<file path="src/rtl/mul_pkg.sv">
// Shared multiply/divide package: FSM state encoding and default widths.
// The control unit uses the same encoding for its stall logic on both units.
package mul_pkg;

   localparam int unsigned MUL_WIDTH = 32;
   localparam int unsigned MUL_CNT_W = 6;

   typedef enum logic [1:0] {
      StIdle = 2'd0,
      StRun  = 2'd1,
      StFix  = 2'd2,
      StDone = 2'd3
   } mul_state_e;

endpackage

</file>
<file path="src/rtl/mul_seq_if.sv">
// Start/ready/done handshake and operand/result bus of the sequential multiplier.
interface mul_seq_if #(
   parameter int unsigned WIDTH = mul_pkg::MUL_WIDTH
);

   logic             start;
   logic             is_signed;
   logic [WIDTH-1:0] Multiplicand;
   logic [WIDTH-1:0] Multiplier;
   logic             ready;
   logic             done;
   logic [WIDTH-1:0] Hi;
   logic [WIDTH-1:0] Lo;

   modport master (
      output start, is_signed, Multiplicand, Multiplier,
      input  ready, done, Hi, Lo
   );

   modport slave (
      input  start, is_signed, Multiplicand, Multiplier,
      output ready, done, Hi, Lo
   );

endinterface

</file>
<file path="src/rtl/mul_step.sv">
// One shift-and-add iteration: conditionally add the multiplicand to the
// upper accumulator half, keeping the carry so the shift loses nothing.
module mul_step #(
   parameter int unsigned WIDTH = 32
) (
   input  logic [WIDTH-1:0] acc_hi,
   input  logic [WIDTH-1:0] mcand,
   input  logic             lsb,
   output logic             carry,
   output logic [WIDTH-1:0] sum
);

   // 33-bit add; an lsb of 0 adds nothing.
   always_comb begin
      {carry, sum} = {1'b0, acc_hi} + (lsb ? {1'b0, mcand} : '0);
   end

endmodule

</file>
<file path="src/rtl/mul_seq.sv">
// Sequential shift-and-add multiplier for MULT/MULTU. Operands are reduced to
// magnitudes on accept, one multiplier bit is retired per RUN cycle, and the
// sign is restored by a single 64-bit negate in FIX.
module mul_seq
   import mul_pkg::*;
#(
   parameter int unsigned WIDTH = MUL_WIDTH,
   parameter int unsigned CNT_W = MUL_CNT_W
) (
   input logic     clk,
   input logic     rst,
   mul_seq_if.slave bus
);

   mul_state_e           state_q, state_d;
   logic [CNT_W-1:0]     cnt_q, cnt_d;
   logic                 neg_q, neg_d;
   logic [WIDTH-1:0]     mcand_q, mcand_d;
   logic [WIDTH-1:0]     mplier_q, mplier_d;
   logic [2*WIDTH-1:0]   acc_q, acc_d;
   logic [WIDTH-1:0]     hi_q, hi_d;
   logic [WIDTH-1:0]     lo_q, lo_d;

   logic                 step_carry;
   logic [WIDTH-1:0]     step_sum;
   logic                 a_neg;
   logic                 b_neg;

   mul_step #(
      .WIDTH (WIDTH)
   ) u_step (
      .acc_hi (acc_q[2*WIDTH-1:WIDTH]),
      .mcand  (mcand_q),
      .lsb    (mplier_q[0]),
      .carry  (step_carry),
      .sum    (step_sum)
   );

   assign a_neg = bus.is_signed & bus.Multiplicand[WIDTH-1];
   assign b_neg = bus.is_signed & bus.Multiplier[WIDTH-1];

   // Next-state logic: accept, iterate, sign fix-up.
   always_comb begin
      state_d  = state_q;
      cnt_d    = cnt_q;
      neg_d    = neg_q;
      mcand_d  = mcand_q;
      mplier_d = mplier_q;
      acc_d    = acc_q;
      hi_d     = hi_q;
      lo_d     = lo_q;

      unique case (state_q)
         StIdle, StDone: begin
            if (bus.start) begin
               neg_d    = a_neg ^ b_neg;
               // Unsigned magnitude, so |0x80000000| stays 0x80000000.
               mcand_d  = a_neg ? -bus.Multiplicand : bus.Multiplicand;
               mplier_d = b_neg ? -bus.Multiplier : bus.Multiplier;
               acc_d    = '0;
               cnt_d    = CNT_W'(WIDTH);
               state_d  = StRun;
            end else begin
               state_d  = StIdle;
            end
         end
         StRun: begin
            // {acc, mplier} >> 1 with the adder carry entering the top bit.
            acc_d    = {step_carry, step_sum, acc_q[WIDTH-1:1]};
            mplier_d = {acc_q[0], mplier_q[WIDTH-1:1]};
            cnt_d    = cnt_q - 1'b1;
            if (cnt_q == CNT_W'(1)) begin
               state_d = StFix;
            end
         end
         StFix: begin
            {hi_d, lo_d} = neg_q ? -acc_q : acc_q;
            state_d      = StDone;
         end
         default: begin
            state_d = StIdle;
         end
      endcase
   end

   // State and datapath registers; reset aborts any operation in flight.
   always_ff @(posedge clk or posedge rst) begin
      if (rst) begin
         state_q  <= StIdle;
         cnt_q    <= '0;
         neg_q    <= 1'b0;
         mcand_q  <= '0;
         mplier_q <= '0;
         acc_q    <= '0;
         hi_q     <= '0;
         lo_q     <= '0;
      end else begin
         state_q  <= state_d;
         cnt_q    <= cnt_d;
         neg_q    <= neg_d;
         mcand_q  <= mcand_d;
         mplier_q <= mplier_d;
         acc_q    <= acc_d;
         hi_q     <= hi_d;
         lo_q     <= lo_d;
      end
   end

   // Handshake outputs decode directly from state so reset forces ready=1 at once.
   always_comb begin
      bus.ready = (state_q == StIdle) || (state_q == StDone);
      bus.done  = (state_q == StDone);
      bus.Hi    = hi_q;
      bus.Lo    = lo_q;
   end

endmodule

</file>
<file path="src/flat_wrapper.sv">
// flat-port wrapper written by rule: the top's interface ports become plain ports
module mul_seq_flat import mul_pkg::*;
#(
   parameter int unsigned WIDTH = MUL_WIDTH,
   parameter int unsigned CNT_W = MUL_CNT_W
)
  (clk, rst, bus_start, bus_is_signed, bus_Multiplicand, bus_Multiplier, bus_ready, bus_done, bus_Hi, bus_Lo);
  mul_seq_if #(.WIDTH(WIDTH)) bus_i ();
  input logic clk;
  input logic rst;
  input wire logic [$bits(bus_i.start)-1:0] bus_start;
  input wire logic [$bits(bus_i.is_signed)-1:0] bus_is_signed;
  input wire logic [$bits(bus_i.Multiplicand)-1:0] bus_Multiplicand;
  input wire logic [$bits(bus_i.Multiplier)-1:0] bus_Multiplier;
  output wire logic [$bits(bus_i.ready)-1:0] bus_ready;
  output wire logic [$bits(bus_i.done)-1:0] bus_done;
  output wire logic [$bits(bus_i.Hi)-1:0] bus_Hi;
  output wire logic [$bits(bus_i.Lo)-1:0] bus_Lo;
  assign bus_i.start = bus_start;
  assign bus_i.is_signed = bus_is_signed;
  assign bus_i.Multiplicand = bus_Multiplicand;
  assign bus_i.Multiplier = bus_Multiplier;
  assign bus_ready = bus_i.ready;
  assign bus_done = bus_i.done;
  assign bus_Hi = bus_i.Hi;
  assign bus_Lo = bus_i.Lo;
  mul_seq #(.WIDTH(WIDTH), .CNT_W(CNT_W)) u_core (.clk(clk), .rst(rst), .bus(bus_i));
endmodule
</file>
<file path="config.mk">
export PLATFORM = sky130hd
export DESIGN_NAME = mul_seq_flat
export DESIGN_NICKNAME = d
export VERILOG_FILES = /design/src/rtl/mul_pkg.sv /design/src/rtl/mul_seq_if.sv /design/src/rtl/mul_step.sv /design/src/rtl/mul_seq.sv /design/src/flat_wrapper.sv
export SDC_FILE = /design/constraint.sdc
export NUM_CORES = 1
export LEC_CHECK = 0
export ABC_AREA = 0
export CORE_MARGIN = 2
export CORE_UTILIZATION = 60
export CTS_CLUSTER_SIZE = 20
export DETAILED_ROUTE_END_ITERATION = 10
export PLACE_DENSITY_LB_ADDON = 0.25
export SLEW_MARGIN = 10
export SYNTH_ARGS = -nofsm -noshare
export SYNTH_HDL_FRONTEND = slang
export SYNTH_SLANG_ARGS = --single-unit
export TNS_END_PERCENT = 50
</file>
<file path="constraint.sdc">
create_clock -name clk -period 9.2 [get_ports clk]
set_input_delay 0.92 -clock clk [delete_from_list [all_inputs] [get_ports clk]]
set_output_delay 0.92 -clock clk [all_outputs]
set_load 0.02 [all_outputs]
</file>
==> summary.md <==
| Metric | Value |
|---|---|
| # fillers | 1522 |
| Vias in the first global route | approximately 9700 |
| Cell row count | 51 |
| Netlist cell types | 59 |
| Post-synth ARST share | 1.00 |
| R2r worst-path depth | 9 |
| Hold crit path type | reg2reg |
| Static Leakage | ~0.0063 uW |
| Most common cell after layout, fill and taps aside | dfrtp_1 |
| Crit path cell chain | inv_1 > ha_2 > clkinv_1 > o21a_2 > buf_4 > nor2_1 > nand2_1 > nor3_1 > a211o_1 |
| WL per Instance | 16.3 um |
| Hold depth | 2 |
| CTS Buf Count | 21 |
| Final Cycle Share | 0.400 |
| Clk Latency, worst-skew pair | 0.50 ns |
| Outcome | finished, final reports clean |
| Detailed Routing Iterations Pass 1 | 5 |
| Largest net degree at the start of global routing | 127 |
| GRT Total Usage | 0.279 |
| Area grow syn2layout | 19.2% |
| Crit-path slowest cell | ha_2 |
| Fin cells | 1749 |
| Drt via density | between 5 and 6 |
| Share of cells above drive strength 1 | 0.0425 |
| Element type at the critical path start | flip-flop |
| Slew Limit Fails | 0 |
| H-Tree Depth | 1 |
| CTS Buffer Depth | 3 |
| Seq/Total Area, Yosys | 0.423 |
| Routed vias | 10368 |
| Pwr Density | 332 mW/mm^2 |
| Dpl cells | 1712 |
| Data required time of the worst path | 9.64 ns |
| Worst path max stage delay | 0.88 ns |
| Critical path class | reg2reg |
| First-pass GRT wire length | 47600 um |
| Resized Gates After CTS | 0 |
| Die width | 145 um |
| Setup Skew | 0.0164 ns |
| Top-level port count | 134 |
| Post-Route WL | ~29000 um |
| Synthesized flop and latch total | approximately 200 |
| Hold_buf cts | 0 |
| Synthesized instance count | 1378 |
| Starting Density | 0.611 |
| Area of the mapped netlist | 0.0119 mm^2 |
| CP Capture Type | flip-flop |
| Commonest cells after routing, fill and taps aside | 201 x dfrtp_1, 180 x nand2_1, 136 x a21oi_1 |
| IR drop worst, VDD | 0.000240 V |
| CTS tree | done |
| YS warnings | 0 |
| Routed Antenna Nets | 0 |
| Number of synthesized flops with an enable pin | 0 |
| Worst-Margin Slew | 1.04 ns |
| Top FF cell, synth | dfrtp_1 |
| Final min period | 3.68 ns |
| Levels on crit path | 9 |
| Post-CTS Setup Bufs | 0 |
| Hold Vio Cnt, Final | 0 |
| Multi-input logic area | ~0.0065 mm^2 |
| Placer Congestion | 0.956 |
| CTS sink count | 201 |
| Max_cap viols | 0 |
| Critical path buffer and inverter count | 3 |
| Final setup fails | 0 |
| Initial antenna violation count | 0 |
| Clk slew on worst S/H paths | 0.06 ns |
| Die area | 0.0209 mm^2 |
| Area of the core | 0.0195 mm^2 |
| Slew headroom | 0.304 |
| DR iter-0 viols | around 770 |
| Mapped Nets | 1487 |
| GRT overflow | 0 |
| Highest clock rate | roughly 270 MHz |
| Port buffer count | 133 |
| DRC errors left | 0 |
| Critical Path Fanout Max | 85 |
| RSZ-0062 raised after global routing | no |
| Diodes inserted | 0 |
| Synthesized area per cell | 8.62 um^2 |
| Root Buffer | clkbuf_16 |
| Die height | 145 um |
| Register Area | 0.00503 mm^2 |
| Crit path DAT | 4.12 ns |
| Delay-heaviest family, CP | buffers and inverters |
| Hpwl dp | 20000 um |
| Setup TNS | 0 ns |
| Final #Nets | 1579 |
final cells by class:
| type | instances | share of cell area |
|---|---|---|
| Clock buffer | 29 | 0.0442 |
| Multi-Input combinational cell | 1079 | 0.460 |
| Sequential cell | 201 | 0.355 |
| Tap cell | 265 | 0.0234 |
| Clock inverter | 8 | 0.0119 |
| Timing Repair Buffer | 140 | 0.0977 |
| Inverter | 27 | 0.00768 |
worst paths after layout:
| check | from | to | slack, ns |
|---|---|---|---|
| setup / recovery | u_core.state_q[1]$_DFFE_PP0P_ | u_core.acc_q[62]$_DFFE_PP0P_ | 5.52 |
| hold / removal | u_core.mcand_q[25]$_DFFE_PP0P_ | u_core.mcand_q[25]$_DFFE_PP0P_ | 0.47 |
| setup reg to reg | u_core.state_q[1]$_DFFE_PP0P_ | u_core.acc_q[62]$_DFFE_PP0P_ | 5.52 |
| hold reg to reg | u_core.mcand_q[25]$_DFFE_PP0P_ | u_core.mcand_q[25]$_DFFE_PP0P_ | 0.47 |
| max in group asynchronous | rst | u_core.acc_q[50]$_DFFE_PP0P_ | 6.74 |
| min in group asynchronous | rst | u_core.bus.Lo[20]$_DFFE_PP0P_ | 0.97 |
where the power goes:
group | internal [uW] | switching, uW
registers | 1220 | 236
logic | 905 | 1380
clock network | 614 | 347
routing by layer:
layer / part of all wire / up-vias / GRT usage
met5: 0 / - / 0
met4: 0.014 / 0 / 0.0639
met3: 0.062 / 31 / 0.0293
met2: 0.46 / 346 / 0.448
met1: 0.46 / 4930 / 0.412
li1: - / 5061 / -
synth_stat cells (all sizes together), types with 4 or more instances:
| master | number | share of area |
|---|---|---|
| dfrtp | 201 | 0.42 |
| nand2 | 181 | 0.057 |
| a21oi | 136 | 0.057 |
| nor2 | 129 | 0.041 |
| o21ai | 113 | 0.048 |
| xor2 | 109 | 0.080 |
| clkbuf | 70 | 0.022 |
| nand3 | 53 | 0.022 |
| ha | 40 | 0.042 |
| xnor2 | 40 | 0.029 |
| o31ai | 39 | 0.025 |
| and2 | 36 | 0.019 |
| o22ai | 31 | 0.016 |
| inv | 26 | 0.0082 |
| o41ai | 18 | 0.013 |
| or3 | 18 | 0.0095 |
| nor3 | 17 | 0.0072 |
| nor4 | 13 | 0.0068 |
| a21o | 12 | 0.0076 |
| or4 | 11 | 0.0082 |
| nand2b | 9 | 0.0047 |
| a31oi | 7 | 0.0037 |
| nor2b | 6 | 0.0032 |
| o21bai | 6 | 0.0038 |
| nand4 | 5 | 0.0026 |
| o211ai | 5 | 0.0032 |
| and3 | 4 | 0.0021 |
flip-flops by register name (all words and copies together) (netlist names):
signal,cells
u_core.acc_q,64
u_core.bus.Hi,32
u_core.bus.Lo,32
u_core.mcand_q,32
u_core.mplier_q,32
u_core.cnt_q,6
u_core.state_q,2
u_core.neg_q,1
metrics by stage:
stage	setup WS, ns	hold slack (ns)	instance area [um^2]	total power [uW]	util
global placement	5.37	0.452	13400	3640	0.687
global route	5.17	0.485	14200	5030	0.728
floorplan	2.80	0.438	11900	2990	-
detailed placement	5.36	0.460	13400	3710	0.687
finish	5.52	0.470	14200	4700	0.728
CTS	5.60	0.473	14200	4700	0.728
worst reg2reg max path, cell delays in order (launching register included):
cell and delay [ns]:
dfrtp_1 0.42, inv_1 0.08, ha_2 0.88, clkinv_1 0.58, o21a_2 0.35, buf_4 0.36, nor2_1 0.50, nand2_1 0.12
nor3_1 0.21, a211o_1 0.13
logic make-up (layout without fill, tap and decap cells):
group,after synthesis,count (layout),share of synthesized area
buffers and inverters,98,204,0.0309
AO/OA/AOI/OAI,392,392,0.196
flip-flops,201,201,0.423
XOR/XNOR,149,149,0.110
adder cells (fa/ha/maj),41,41,0.0438
AND/OR/NAND/NOR,494,494,0.193
multiplexers,3,3,0.00263
Power figures use the tool's default switching activity.
